File: src/rtl/load_store_unit.sv
// Load/store unit: aligns and extends loads, lane-replicates stores, and flags misaligned or illegal accesses.
// Optional feature macro: LSU_TIMEOUT_EN (bounds the wait for mem_ack to TIMEOUT_CYCLES ACCESS cycles).
module load_store_unit #(
  parameter int TIMEOUT_CYCLES = 255
) (
  input  logic        clk,
  input  logic        rst,
  input  logic        req_valid,
  output logic        req_ready,
  input  logic [31:0] addr,
  input  logic [31:0] wdata,
  input  logic        MemWr,
  input  logic [2:0]  MemOp,
  output logic        resp_valid,
  output logic [31:0] rdata,
  output logic        err,
  output logic        mem_req,
  output logic        mem_we,
  output logic [31:0] mem_addr,
  output logic [3:0]  mem_be,
  output logic [31:0] mem_wdata,
  input  logic        mem_ack,
  input  logic [31:0] mem_rdata
);

  typedef enum logic [1:0] {IDLE = 2'd0, ACCESS = 2'd1, RESP = 2'd2} state_t;

  // Byte-enable pattern for a given size (MemOp[2:1]) and byte offset.
  function automatic logic [3:0] be_f(input logic [1:0] size, input logic [1:0] off);
    logic [3:0] be;
    case (size)
      2'b00:   be = 4'b0001 << off;
      2'b01:   be = off[1] ? 4'b1100 : 4'b0011;
      2'b10:   be = 4'b1111;
      default: be = 4'b0000;
    endcase
    return be;
  endfunction

  // Store data replicated across every lane the access could target.
  function automatic logic [31:0] wdata_f(input logic [1:0] size, input logic [31:0] d);
    logic [31:0] w;
    case (size)
      2'b00:   w = {4{d[7:0]}};
      2'b01:   w = {2{d[15:0]}};
      default: w = d;
    endcase
    return w;
  endfunction

  // Shift the addressed lane down and sign- or zero-extend it.
  function automatic logic [31:0] load_f(input logic [2:0] op, input logic [1:0] off,
                                         input logic [31:0] word);
    logic [31:0] lane;
    logic [31:0] r;
    lane = word >> {off, 3'b000};
    case (op)
      3'b000:  r = {{24{lane[7]}}, lane[7:0]};
      3'b001:  r = {24'h000000, lane[7:0]};
      3'b010:  r = {{16{lane[15]}}, lane[15:0]};
      3'b011:  r = {16'h0000, lane[15:0]};
      3'b100:  r = word;
      default: r = 32'h0000_0000;
    endcase
    return r;
  endfunction

  state_t      state_r, state_s;
  logic        req_ready_r, req_ready_s;
  logic        resp_valid_r, resp_valid_s;
  logic [31:0] rdata_r, rdata_s;
  logic        err_r, err_s;
  logic        mem_req_r, mem_req_s;
  logic        mem_we_r, mem_we_s;
  logic [31:0] mem_addr_r, mem_addr_s;
  logic [3:0]  mem_be_r, mem_be_s;
  logic [31:0] mem_wdata_r, mem_wdata_s;
  logic [2:0]  op_r, op_s;
  logic [1:0]  off_r, off_s;
  logic        wr_r, wr_s;
  logic        illegal_s;
  logic        misaligned_s;

`ifdef LSU_TIMEOUT_EN
  localparam logic [31:0] TIMEOUT_LAST = 32'(TIMEOUT_CYCLES - 1);
  logic [31:0] cnt_r, cnt_s;
`else
  logic [31:0] unused_timeout_s;
  assign unused_timeout_s = 32'(TIMEOUT_CYCLES);
`endif

  // Classify the incoming request: opcodes 101/110/111 are illegal, sub-word alignment is checked by size.
  always_comb begin
    illegal_s    = MemOp[2] & (MemOp[1] | MemOp[0]);
    misaligned_s = ((MemOp[2:1] == 2'b01) & addr[0]) |
                   ((MemOp[2:1] == 2'b10) & (addr[1:0] != 2'b00));
  end

  // Next-state and next-output logic; every output is registered from these values.
  always_comb begin
    state_s      = state_r;
    resp_valid_s = 1'b0;
    rdata_s      = rdata_r;
    err_s        = err_r;
    mem_req_s    = mem_req_r;
    mem_we_s     = mem_we_r;
    mem_addr_s   = mem_addr_r;
    mem_be_s     = mem_be_r;
    mem_wdata_s  = mem_wdata_r;
    op_s         = op_r;
    off_s        = off_r;
    wr_s         = wr_r;
`ifdef LSU_TIMEOUT_EN
    cnt_s        = cnt_r;
`endif
    case (state_r)
      IDLE: begin
        if (req_valid) begin
          op_s  = MemOp;
          off_s = addr[1:0];
          wr_s  = MemWr;
          if (illegal_s | misaligned_s) begin
            state_s      = RESP;
            resp_valid_s = 1'b1;
            err_s        = 1'b1;
            rdata_s      = 32'h0000_0000;
          end else begin
            state_s     = ACCESS;
            mem_req_s   = 1'b1;
            mem_we_s    = MemWr;
            mem_addr_s  = {addr[31:2], 2'b00};
            // Loads read the whole word, so enables are only driven for stores.
            mem_be_s    = MemWr ? be_f(MemOp[2:1], addr[1:0]) : 4'b0000;
            mem_wdata_s = wdata_f(MemOp[2:1], wdata);
`ifdef LSU_TIMEOUT_EN
            cnt_s       = 32'h0000_0000;
`endif
          end
        end else begin
          state_s = IDLE;
        end
      end
      ACCESS: begin
        if (mem_ack) begin
          state_s      = RESP;
          resp_valid_s = 1'b1;
          err_s        = 1'b0;
          rdata_s      = wr_r ? 32'h0000_0000 : load_f(op_r, off_r, mem_rdata);
          mem_req_s    = 1'b0;
          mem_we_s     = 1'b0;
          mem_be_s     = 4'b0000;
        end
`ifdef LSU_TIMEOUT_EN
        else if (cnt_r == TIMEOUT_LAST) begin
          state_s      = RESP;
          resp_valid_s = 1'b1;
          err_s        = 1'b1;
          rdata_s      = 32'h0000_0000;
          mem_req_s    = 1'b0;
          mem_we_s     = 1'b0;
          mem_be_s     = 4'b0000;
        end else begin
          cnt_s = cnt_r + 32'd1;
        end
`else
        else begin
          state_s = ACCESS;
        end
`endif
      end
      RESP: begin
        state_s = IDLE;
      end
      default: begin
        state_s   = IDLE;
        mem_req_s = 1'b0;
        mem_we_s  = 1'b0;
        mem_be_s  = 4'b0000;
      end
    endcase
    req_ready_s = (state_s == IDLE);
  end

  // State and output registers with synchronous reset.
  always_ff @(posedge clk) begin
    if (rst) begin
      state_r      <= IDLE;
      req_ready_r  <= 1'b1;
      resp_valid_r <= 1'b0;
      rdata_r      <= 32'h0000_0000;
      err_r        <= 1'b0;
      mem_req_r    <= 1'b0;
      mem_we_r     <= 1'b0;
      mem_addr_r   <= 32'h0000_0000;
      mem_be_r     <= 4'b0000;
      mem_wdata_r  <= 32'h0000_0000;
      op_r         <= 3'b000;
      off_r        <= 2'b00;
      wr_r         <= 1'b0;
`ifdef LSU_TIMEOUT_EN
      cnt_r        <= 32'h0000_0000;
`endif
    end else begin
      state_r      <= state_s;
      req_ready_r  <= req_ready_s;
      resp_valid_r <= resp_valid_s;
      rdata_r      <= rdata_s;
      err_r        <= err_s;
      mem_req_r    <= mem_req_s;
      mem_we_r     <= mem_we_s;
      mem_addr_r   <= mem_addr_s;
      mem_be_r     <= mem_be_s;
      mem_wdata_r  <= mem_wdata_s;
      op_r         <= op_s;
      off_r        <= off_s;
      wr_r         <= wr_s;
`ifdef LSU_TIMEOUT_EN
      cnt_r        <= cnt_s;
`endif
    end
  end

  assign req_ready  = req_ready_r;
  assign resp_valid = resp_valid_r;
  assign rdata      = rdata_r;
  assign err        = err_r;
  assign mem_req    = mem_req_r;
  assign mem_we     = mem_we_r;
  assign mem_addr   = mem_addr_r;
  assign mem_be     = mem_be_r;
  assign mem_wdata  = mem_wdata_r;

endmodule

File: config.mk
export PLATFORM = sky130hd
export DESIGN_NAME = load_store_unit
export DESIGN_NICKNAME = d
export VERILOG_FILES = /design/src/rtl/load_store_unit.sv
export SDC_FILE = /design/constraint.sdc
export NUM_CORES = 1
export LEC_CHECK = 0
export ABC_CLOCK_PERIOD_IN_PS = 2400
export BUFFER_PORTS_ARGS = -buffer_cell sky130_fd_sc_hd__buf_4
export CORE_UTILIZATION = 44
export DETAILED_ROUTE_END_ITERATION = 8
export GPL_ROUTABILITY_DRIVEN = 0
export PLACE_DENSITY = 0.73
export RECOVER_POWER = 25
export SLEW_MARGIN = 20
export SYNTH_ARGS = -nofsm -noshare
export SYNTH_HDL_FRONTEND = slang
export SYNTH_SLANG_ARGS = --single-unit
File: constraint.sdc
create_clock -name clk -period 2.4 [get_ports clk]
set_clock_uncertainty 0.15 [all_clocks]
set_input_delay 0.48 -clock clk [delete_from_list [all_inputs] [get_ports clk]]
set_output_delay 0.48 -clock clk [all_outputs]
set_load 0.01 [all_outputs]
==> summary.md <==
| Metric | Value |
|---|---|
| Reg clk slew, reported paths | 120 ps |
| # fillers | 1002 |
| Async set-reset flop share out of synthesis | 0 |
| CP max FO | 83 |
| Pwr Density | 580 nW/µm² |
| Synth Flop Type | dfxtp_1 |
| Switch share | 0.302 |
| Internal | 2.67 mW |
| Nets@finish | 859 |
| Cells after DPL | 884 |
| Starting Density | 0.453 |
| Proportion of layout cells with a drive suffix above 1 | 0.271 |
| Core Rows | 38 |
| Cts repair resizes | 0 |
| Drt drc | 0 |
| I/O pins | 209 |
| Vias per cell | 5.39 |
| Vias | 4850 |
| Fin crit period | 2080 ps |
| Worst R2R Setup Slack | 380 ps |
| Max rail drop VDD | 0.292 mV |
| Multi-input logic area | 2450 µm² |
| Area after DPL | 6580 µm² |
| Post-synth EDFFs | 0 |
| Post-route cell area | 6590 µm² |
| N_diodes | 0 |
| Die height | 108 µm |
| Clock sink total | 110 |
| Setup WS pre-CTS | 90.0 ps |
| Die Wd | 108 µm |
| Worst skew pair latency | 390 ps |
| Hpwl dp | 10300 µm |
| Clk pwr share | 0.292 |
| Leakage power | 2.72 nW |
| Comb power frac | 0.193 |
| Area Growth Syn to Fin | 34.3% |
| Fin cells | 900 |
| Drt total wl | 14200 µm |
| Core area | 10800 µm² |
| Tcrit/Tclk final | 0.865 |
| Yosys reg bits | 110 |
| NetSw | 1.15 mW |
| Critical Path End Type | flip-flop |
| Synth Instances | 570 |
| CTS tree | built |
| Syn avg cell area | 8.61 µm² |
| Register Area | 2200 µm² |
| Initial antenna violation count | 0 |
| Root buf cell | clkbuf_8 |
| DR pass1 iterations | 4 |
| Final Hold Vio Count | 0 |
| Setup violators final | 0 |
| Crit path launch type | input pin |
| Hold crit path type | input pin to flip-flop |
| Num CTS Buffers | 9 |
| H-tree lvl count | 3 |
| Post-synth cell types | 43 |
| Slew @ Worst Pin | 746 ps |
| Post-CTS setup buffers | 0 |
| Worst EP required | 2550 ps |
| Mapped Area | 4910 µm² |
| Final hold slack | 170 ps |
| Remaining Overflow, GRT | 0 |
| First-pass GRT wire length | 22400 µm |
| Final Power | 3.82 mW |
| RSZ-0062 raised after global routing | false |
| Worst EP arrival | 2220 ps |
| Final core occ | 0.608 |
| # hold bufs at CTS | 0 |
| Final Worst Setup Slack | 324 ps |
| Max_slew headroom | 0.503 |
| Input/output buffers | 206 |
| Yosys warnings | 0 |
| Max_cap viols | 0 |
| Die area | 11600 µm² |
| WL/cell | 15.8 µm |
| DRT iter0 DRCs | 218 |
| Critical path type | input pin to flip-flop |
| Maximum buffer depth of the clock tree | 2 |
| Status | complete, no violations |
| Sequential power share | 0.515 |
| All-layer global routing usage | 0.244 |
| Post-DRT Antenna Nets | 0 |
| Setup TNS | 0 ps |
| FMAX | 0.482 GHz |
| Max-slew violation count | 0 |
| Sequential share of the synthesized area | 0.449 |
| Vias in the first global route | 4458 |
| Largest net degree at the start of global routing | 84 |
==> cell usage in the layout, fill, tap and decap left out, drive strengths merged, types with 3 or more instances in the layout <==
master,count
buf,177
nand2,126
dfxtp,110
a21oi,64
clkbuf,54
nor2,30
o21ai,28
mux2i,25
a221o,16
a211oi,15
inv,14
nand2b,10
mux4,9
a31oi,9
a22oi,9
and2,9
a311oi,9
o31ai,8
nand3,7
a2111oi,7
clkinv,3
==> per-layer routing <==
metal  global-route usage  part of all wire
met1                0.312              0.44
met2                0.385              0.47
met3               0.0684             0.072
met4                0.103             0.024
met5                    0                 0
==> layout make-up <==
cell class                 count  share of cell area
multi-input combinational    401               0.371
sequential                   110               0.334
timing repair buffer         222               0.233
tap                          140              0.0266
clock buffer                   9              0.0188
clock inverter                 7             0.00987
inverter                      11             0.00627
==> sequential cells by signal, indices dropped and copies added, names as in the netlist <==
register,flops
err,1
mem_addr,30
mem_be,4
mem_req,1
mem_wdata,32
mem_we,1
off_r,2
op_r,3
rdata,32
req_ready,1
state_r,2
wr_r,1
==> final timing paths <==
check	from	to	cells past startpoint
worst min-delay path	addr[26]	mem_addr[26]	3
worst min register to register	rdata[3]	rdata[3]	2
worst max register to register	off_r[0]	rdata[27]	5
worst max-delay path	addr[1]	mem_wdata[19]	6
==> synth_stat cells (2+ instances only) <==
library cell  number  area, µm²
nand2_1          126        473
dfxtp_1          110       2200
a21oi_1           64        320
nor2_1            30        113
clkbuf_1          28        105
mux2i_1           25        250
o21ai_0           19       95.1
a221o_1           16        160
a211oi_1          15        113
buf_2             13       65.1
inv_1             10       37.5
nand2b_1          10       62.6
a22oi_1            9       67.6
a31oi_1            9       56.3
and2_1             9       56.3
mux4_2             9        203
o21ai_1            9       45.0
a311oi_1           8       70.1
o31ai_1            8       60.1
a2111oi_0          7       61.3
nand3_1            7       35.0
buf_4              4       30.0
a21o_1             2       15.0
and3b_1            2       17.5
buf_6              2       22.5
o211ai_1           2       15.0
==> worst max-delay path: stages <==
cell and delay (ps):
clkbuf_1 150, or4_1 710, a21boi_4 210, buf_12 300, nor2_1 80, a211oi_1 240
==> cells by family after synthesis <==
| logic type | synth area share |
|---|---|
| buffers and inverters | 0.0556 |
| AND/OR/NAND/NOR | 0.174 |
| other | 0.000764 |
| AO/OA/AOI/OAI | 0.229 |
| flip-flops | 0.449 |
| multiplexers | 0.0923 |
==> power by group through the flow <==
stage          Sequential, mW  Combinational, mW  Clock, mW
2_1_floorplan            2.03              0.359          0
6_report                 1.97              0.737       1.11
4_1_cts                  1.97              0.764       1.12
5_1_grt                  1.98              0.807       1.21
3_5_place_dp             2.01              0.761          0
3_3_place_gp             2.01              0.742          0
No activity file was read; power rests on OpenSTA's default activity.
